[src/rtl/cobs_pkg.sv]
// COBS decoder shared types and constants.
// Entries carry a marker bit above the data byte.
package cobs_pkg;

  typedef enum logic {
    ST_CODE,
    ST_DATA
  } state_e;

  localparam logic [7:0] COBS_DELIM   = 8'h00;
  localparam logic [7:0] COBS_MAXCODE = 8'hFF;

  localparam int ENTRY_W = 9;
  localparam int MARKER  = 8;

  typedef logic [ENTRY_W-1:0] entry_t;

  localparam entry_t MARK_ENTRY = 9'h100;

  function automatic entry_t data_entry(logic [7:0] b);
    return {1'b0, b};
  endfunction

endpackage

[src/rtl/cobs_stream_decoder_if.sv]
// Byte-in / strobe-out bundle of the COBS decoder.
// master drives raw bytes and busy; slave is the decoder.
interface cobs_stream_decoder_if #(
  parameter int FIFO_AW = 4
);
  logic             in_flag;
  logic [7:0]       in_data;
  logic             busy;
  logic             o_flag;
  logic [7:0]       o_data;
  logic             o_sof;
  logic             o_err;
  logic             o_overrun;
  logic [FIFO_AW:0] o_level;

  modport master (
    output in_flag, in_data, busy,
    input  o_flag, o_data, o_sof,
    input  o_err, o_overrun, o_level
  );

  modport slave (
    input  in_flag, in_data, busy,
    output o_flag, o_data, o_sof,
    output o_err, o_overrun, o_level
  );
endinterface

[src/rtl/cobs_fifo.sv]
// Small synchronous FIFO of decoder entries.
// Pointers carry one extra wrap bit to tell full from empty.
module cobs_fifo
  import cobs_pkg::*;
#(
  parameter int AW = 4
) (
  input  logic         clk,
  input  logic         rst_n,
  input  logic         push,
  input  entry_t       din,
  input  logic         pop,
  output entry_t       dout,
  output logic         full,
  output logic         empty,
  output logic [AW:0]  level
);

  entry_t      mem_q [2**AW];
  logic [AW:0] wr_q, wr_d;
  logic [AW:0] rd_q, rd_d;
  logic        do_push;
  logic        do_pop;

  assign empty = (wr_q == rd_q);
  assign full  = (wr_q[AW] != rd_q[AW]) &&
                 (wr_q[AW-1:0] == rd_q[AW-1:0]);
  assign level = wr_q - rd_q;
  assign dout  = mem_q[rd_q[AW-1:0]];

  assign do_push = push && !full;
  assign do_pop  = pop && !empty;

  always_comb begin
    wr_d = wr_q;
    rd_d = rd_q;
    if (do_push) wr_d = wr_q + 1'b1;
    if (do_pop)  rd_d = rd_q + 1'b1;
  end

  always_ff @(posedge clk or negedge rst_n) begin
    if (!rst_n) begin
      wr_q <= '0;
      rd_q <= '0;
    end else begin
      wr_q <= wr_d;
      rd_q <= rd_d;
    end
  end

  always_ff @(posedge clk) begin
    if (do_push) mem_q[wr_q[AW-1:0]] <= din;
  end

endmodule

[src/rtl/cobs_stream_decoder.sv]
// COBS de-framing front end of the UART command parser.
// Decoded bytes and frame markers are queued, then paced out.
module cobs_stream_decoder
  import cobs_pkg::*;
#(
  parameter int FIFO_AW = 4
) (
  input  logic                   clk,
  input  logic                   rst,
  cobs_stream_decoder_if.slave   bus
);

  state_e     state_q, state_d;
  logic       first_q, first_d;
  logic [7:0] cnt_q, cnt_d;
  logic [7:0] prev_q, prev_d;

  logic       push;
  entry_t     push_entry;
  logic       err_d;

  logic       pop_q, pop_d;
  logic       flag_q, flag_d;
  logic       sof_q, sof_d;
  logic       err_q;
  logic       ovr_q, ovr_d;
  logic [7:0] data_q, data_d;

  entry_t     rd_entry;
  logic       full;
  logic       empty;

  always_comb begin
    state_d    = state_q;
    first_d    = first_q;
    cnt_d      = cnt_q;
    prev_d     = prev_q;
    push       = 1'b0;
    push_entry = '0;
    err_d      = 1'b0;
    if (bus.in_flag) begin
      unique case (state_q)
        ST_CODE: begin
          if (bus.in_data == COBS_DELIM) begin
            push       = 1'b1;
            push_entry = MARK_ENTRY;
            first_d    = 1'b1;
          end else begin
            // Zero implied by the previous group, unless it was a max-length one
            if (!first_q && prev_q != COBS_MAXCODE) begin
              push       = 1'b1;
              push_entry = data_entry(COBS_DELIM);
            end
            cnt_d   = bus.in_data - 8'd1;
            prev_d  = bus.in_data;
            first_d = 1'b0;
            state_d = (bus.in_data != 8'd1) ? ST_DATA : ST_CODE;
          end
        end
        ST_DATA: begin
          if (bus.in_data == COBS_DELIM) begin
            err_d      = 1'b1;
            push       = 1'b1;
            push_entry = MARK_ENTRY;
            first_d    = 1'b1;
            state_d    = ST_CODE;
          end else begin
            push       = 1'b1;
            push_entry = data_entry(bus.in_data);
            cnt_d      = cnt_q - 8'd1;
            if (cnt_q == 8'd1) state_d = ST_CODE;
          end
        end
        default: ;
      endcase
    end
  end

  cobs_fifo #(
    .AW (FIFO_AW)
  ) u_fifo (
    .clk   (clk),
    .rst_n (rst),
    .push  (push),
    .din   (push_entry),
    .pop   (pop_d),
    .dout  (rd_entry),
    .full  (full),
    .empty (empty),
    .level (bus.o_level)
  );

  // Skipping the cycle after a pop hides the consumer's busy latency
  always_comb begin
    pop_d  = !empty && !bus.busy && !pop_q;
    flag_d = pop_d && !rd_entry[MARKER];
    sof_d  = pop_d && rd_entry[MARKER];
    data_d = flag_d ? rd_entry[7:0] : data_q;
    ovr_d  = push && full;
  end

  always_ff @(posedge clk or negedge rst) begin
    if (!rst) begin
      state_q <= ST_CODE;
      first_q <= 1'b1;
      cnt_q   <= '0;
      prev_q  <= '0;
      pop_q   <= 1'b0;
      flag_q  <= 1'b0;
      sof_q   <= 1'b0;
      err_q   <= 1'b0;
      ovr_q   <= 1'b0;
      data_q  <= '0;
    end else begin
      state_q <= state_d;
      first_q <= first_d;
      cnt_q   <= cnt_d;
      prev_q  <= prev_d;
      pop_q   <= pop_d;
      flag_q  <= flag_d;
      sof_q   <= sof_d;
      err_q   <= err_d;
      ovr_q   <= ovr_d;
      data_q  <= data_d;
    end
  end

  assign bus.o_flag    = flag_q;
  assign bus.o_data    = data_q;
  assign bus.o_sof     = sof_q;
  assign bus.o_err     = err_q;
  assign bus.o_overrun = ovr_q;

endmodule

[src/flat_wrapper.sv]
// flat-port wrapper written by rule: the top's interface ports become plain ports
module cobs_stream_decoder_flat import cobs_pkg::*;
#(
  parameter int FIFO_AW = 4
)
  (clk, rst, bus_in_flag, bus_in_data, bus_busy, bus_o_flag, bus_o_data, bus_o_sof, bus_o_err, bus_o_overrun, bus_o_level);
  cobs_stream_decoder_if #(.FIFO_AW(FIFO_AW)) bus_i ();
  input  logic clk;
  input  logic rst;
  input wire logic [$bits(bus_i.in_flag)-1:0] bus_in_flag;
  input wire logic [$bits(bus_i.in_data)-1:0] bus_in_data;
  input wire logic [$bits(bus_i.busy)-1:0] bus_busy;
  output wire logic [$bits(bus_i.o_flag)-1:0] bus_o_flag;
  output wire logic [$bits(bus_i.o_data)-1:0] bus_o_data;
  output wire logic [$bits(bus_i.o_sof)-1:0] bus_o_sof;
  output wire logic [$bits(bus_i.o_err)-1:0] bus_o_err;
  output wire logic [$bits(bus_i.o_overrun)-1:0] bus_o_overrun;
  output wire logic [$bits(bus_i.o_level)-1:0] bus_o_level;
  assign bus_i.in_flag = bus_in_flag;
  assign bus_i.in_data = bus_in_data;
  assign bus_i.busy = bus_busy;
  assign bus_o_flag = bus_i.o_flag;
  assign bus_o_data = bus_i.o_data;
  assign bus_o_sof = bus_i.o_sof;
  assign bus_o_err = bus_i.o_err;
  assign bus_o_overrun = bus_i.o_overrun;
  assign bus_o_level = bus_i.o_level;
  cobs_stream_decoder #(.FIFO_AW(FIFO_AW)) u_core (.clk(clk), .rst(rst), .bus(bus_i));
endmodule
[config.mk]
export PLATFORM = sky130hd
export DESIGN_NAME = cobs_stream_decoder_flat
export DESIGN_NICKNAME = d
export VERILOG_FILES = /design/src/rtl/cobs_pkg.sv /design/src/rtl/cobs_stream_decoder_if.sv /design/src/rtl/cobs_fifo.sv /design/src/rtl/cobs_stream_decoder.sv /design/src/flat_wrapper.sv
export SDC_FILE = /design/constraint.sdc
export NUM_CORES = 1
export LEC_CHECK = 0
export CAP_MARGIN = 10
export CORE_MARGIN = 2
export CORE_UTILIZATION = 63
export CTS_CLUSTER_SIZE = 12
export DETAILED_ROUTE_END_ITERATION = 6
export PLACE_DENSITY = 0.91
export REMOVE_ABC_BUFFERS = 1
export SYNTH_ARGS = -nofsm -noshare
export SYNTH_HDL_FRONTEND = slang
export SYNTH_SLANG_ARGS = --single-unit
[constraint.sdc]
create_clock -name clk -period 8.6 [get_ports clk]
set_input_delay 0.86 -clock clk [delete_from_list [all_inputs] [get_ports clk]]
set_output_delay 0.86 -clock clk [all_outputs]
set_load 0.03 [all_outputs]
==> implementation parameters <==
Parameter                              Value

Run status
  Run status ... completed

Global route
  Number of antenna violations at the first check in global routing ... 0
  Via count of the first global-routing pass ... between 4,000 and 5,000
  Global-route wire length before repair ... between 20,000 and 30,000 um
  GRT Overall Usage ... between 20% and 30%
  Remaining Overflow, GRT ... 0
  Largest net degree at the start of global routing ... 42

Power
  Power Dens Cells ... 349 nW/um^2
  LEAKAGE ... ~3.2 nW
  Combinational cell fraction of total power ... between 30% and 40%
  Pint ... between 2 and 2.5 mW
  Switching power share of the total ... 35.4%
  Clk network pwr share ... between 20% and 30%
  Peak supply drop ... 0.216 mV
  Sw power ... approximately 1.1 mW
  Fraction of power consumed by sequential logic ... 39.6%

Synth
  Biggest area consumer among synthesized cells ... edfxtp_1
  Seq cells post-synth ... around 190
  Most numerous cell in the Yosys netlist ... edfxtp_1
  Proportion of netlist area held by the largest area contributor ... a little over half
  Cell types with the highest counts after synthesis ... edfxtp_1 (144), dfrtp_1 (40), mux4_2 (36)
  Share of synthesized area occupied by flip-flops and latches ... roughly 68%
  Total number of yosys warnings ... 0
  Post-synthesis instance area ... 7910 um^2
  Library cells used by synthesis ... around 60
  Gate count after technology mapping ... between 400 and 500
  Async set or reset register ratio after synthesis ... about 22%
  Leading register cell type out of synthesis ... edfxtp_1
  Post-synth EDFFs ... 144
  Mean instance size in the synthesized netlist ... between 15 and 20 um^2
  Top cells by area in the synthesized netlist ... edfxtp_1 (55%), dfrtp_1 (13%), mux4_2 (10%)

Setup path
  Worst EP required ... 7.74 ns
  Critical path endpoint category ... output pin
  Start of the worst register-to-register path ... u_core.u_fifo.rd_q[0]
  Classification of the worst setup path ... flop to output pin
  Arrival time at the worst endpoint ... 3.20 ns
  Max Fanout on Critical Path ... 40
  Critical Path Source Type ... flop
  R2R Setup Slk ... 5.18 ns
  Number of cells traversed by the worst register-to-register path ... 6
  Worst reg2reg path endpoint ... u_core.u_fifo.mem_q[6][1]

Clock network
  CTS sink cnt ... about 190
  Cells resized by post-CTS repair ... 0
  Clk root buf ... clkbuf_16
  CTS clk-pin slew, worst paths ... around 0.07 ns
  Maximum clock path buffer count ... 2
  Setup bufs post-CTS ... 0
  Insertion delay to the later sink of the worst-skew pair ... 0.44 ns
  Number of CTS-inserted buffers ... 17
  CTS tree ... built
  Cts hold-fix bufs ... 0
  CTS HTree Levels ... 4

Die
  Area of the placeable core ... ~12,000 um^2
  Number of top-level pins ... 29
  Die width ... approximately 120 um
  Die Ht ... roughly 120 um
  Cell Rows ... 40
  Die area ... about 13,000 um^2
  Initial standard-cell utilization of the core ... around 65%

Routing
  Violation count after the first detailed-route iteration ... 502
  Number of iterations in the first detailed-routing pass ... 5
  Vias/cell ... 6.63
  Routed wire per std cell ... 25.6 um
  Vias after detailed routing ... between 4,000 and 5,000
  Remaining routing DRC violations ... 0
  Routed Antenna Nets ... 0
  Total wire length ... approximately 18,000 um

Timing
  Time the worst path needs with I/O delays and setup ... approximately 4.1 ns
  Setup clock skew after layout ... 0.0173 ns
  Final period utilization ... a little under half
  Final Setup Violations ... 0
  Tightest slew margin relative to the limit ... a little under a fifth
  Transition at the pin with the smallest max-transition slack ... between 1 and 1.5 ns
  Pins Over Slew Limit ... 0
  Final hold slack ... between 0.4 and 0.5 ns
  Unrepaired setup endpoints after global routing ... no
  Number of hold-slack violations in the final timing report ... 0
  Final-layout setup total negative slack ... 0 ns
  Fmax ... approximately 250 MHz

Hold path
  Launch point of the worst hold path ... u_core.prev_q[1]
  Hold Crit Endpoint ... u_core.prev_q[1]
  Worst hold stages ... 2
  HP Class ... flop to flop

Run
  Number of maximum-capacitance violations ... 0

Place
  Half-perimeter wire length of the detailed placement result ... roughly 11,000 um
  Final Wtd Congestion ... ~0.9
  Count of input and output buffers ... 28

Layout
  Syn-to-layout area delta ... 13.0%
  Diodes inserted ... 0
  Fraction of layout cells with a size suffix above 1 ... between 20% and 30%
  Total Nets Final ... roughly 530
==> registers in the layout, indices dropped and copies added (netlist names) <==
signal / flops
u_core.bus.o_flag: 1
u_core.state_q: 1
u_core.bus.o_sof: 1
u_core.u_fifo.wr_q: 5
u_core.bus.o_err: 1
u_core.u_fifo.mem_q: 144
u_core.pop_q: 1
u_core.first_q: 1
u_core.u_fifo.rd_q: 5
u_core.cnt_q: 8
u_core.bus.o_data: 8
u_core.prev_q: 8
u_core.bus.o_overrun: 1
==> layer usage <==
layer	up-vias	wire length, um	GRT usage [%]
met4	0	391	9.13
met1	2271	6690	39.9
met5	-	0	0
met2	318	8780	46.3
met3	34	1690	6.22
li1	1934	-	-
==> worst max-delay path, cell delays in order (launching register included) <==
cell and delay [ns]:
dfrtp_2 0.34, buf_4 0.57, ha_1 0.33, fa_1 0.23, inv_1 0.05, a21o_1 0.16
a21oi_1 0.23, xnor2_1 0.15, clkdlybuf4s50_1 0.68
==> logic make-up (layout without fill, tap and decap cells) <==
group / count (synthesis) / count (layout) / share of synthesized area [%]
AO/OA/AOI/OAI: 71 / 71 / 6.88
XOR/XNOR: 17 / 17 / 1.88
adder cells (fa/ha/maj): 15 / 15 / 2.47
buffers and inverters: 41 / 89 / 2.42
flip-flops: 185 / 185 / 67.6
multiplexers: 50 / 50 / 12.2
AND/OR/NAND/NOR: 92 / 92 / 6.48
==> power groups by stage <==
stage               Combinational (mW)  Clock [mW]  Sequential (mW)
floorplan                        0.659           0             1.32
global placement                  1.06           0             1.24
detailed placement                1.09           0             1.25
CTS                               1.11       0.778             1.24
global route                      1.20       0.809             1.25
finish                            1.11       0.771             1.24
==> final cells by class <==
type | instances | area, um^2
clock buffer | 18 | 429
clock inverter | 14 | 153
fill | 725 | 3170
inverter | 16 | 60.1
timing repair buffer | 41 | 353
multi-input combinational | 245 | 2380
tap | 168 | 210
sequential | 185 | 5350
==> stage by stage <==
stage          cells  instance area, um^2  power [mW]  utilization, %  worst slack (ns)
2_1_floorplan    446                 7780        1.97               -              4.56
3_3_place_gp     647                 8320        2.30            68.7              4.42
3_5_place_dp     647                 8320        2.34            68.7              4.27
4_1_cts          679                 8900        3.13            73.5              4.50
5_1_grt          687                 8940        3.26            73.8              4.34
6_report         687                 8940        3.12            73.8              4.54
==> placed cells by master, fill, tap and decap left out, types with 4 or more instances in the layout <==
cell type and instances:
and3_1 5, nor2_1 9, inv_1 16, a21o_1 4
o31ai_1 4, buf_2 7, edfxtp_1 144, mux4_2 36
clkdlybuf4s50_1 27, xor2_1 5, inv_6 7, mux2_2 13
nand2_1 27, nor3_1 17, buf_4 5, xnor2_1 12
clkbuf_16 17, ha_1 14, a22oi_1 16, nand4_1 4
a21oi_1 10, o21ai_0 10, dfrtp_1 39
==> worst max path at each step <==
stage,start,to,slack [ns],depth (start not counted)
CTS,u_core.u_fifo.rd_q[0],bus_o_level[4],4.50,8
global placement,bus_in_data[0],u_core.u_fifo.mem_q[5][5],4.42,7
global route,u_core.u_fifo.rd_q[0],bus_o_level[4],4.34,8
finish,u_core.u_fifo.rd_q[0],bus_o_level[4],4.54,8
detailed placement,bus_in_data[0],u_core.u_fifo.mem_q[5][5],4.27,7
floorplan,u_core.u_fifo.rd_q[0],u_core.u_fifo.mem_q[1][0],4.56,5
Note: power is estimated with default switching activity, not from simulation.
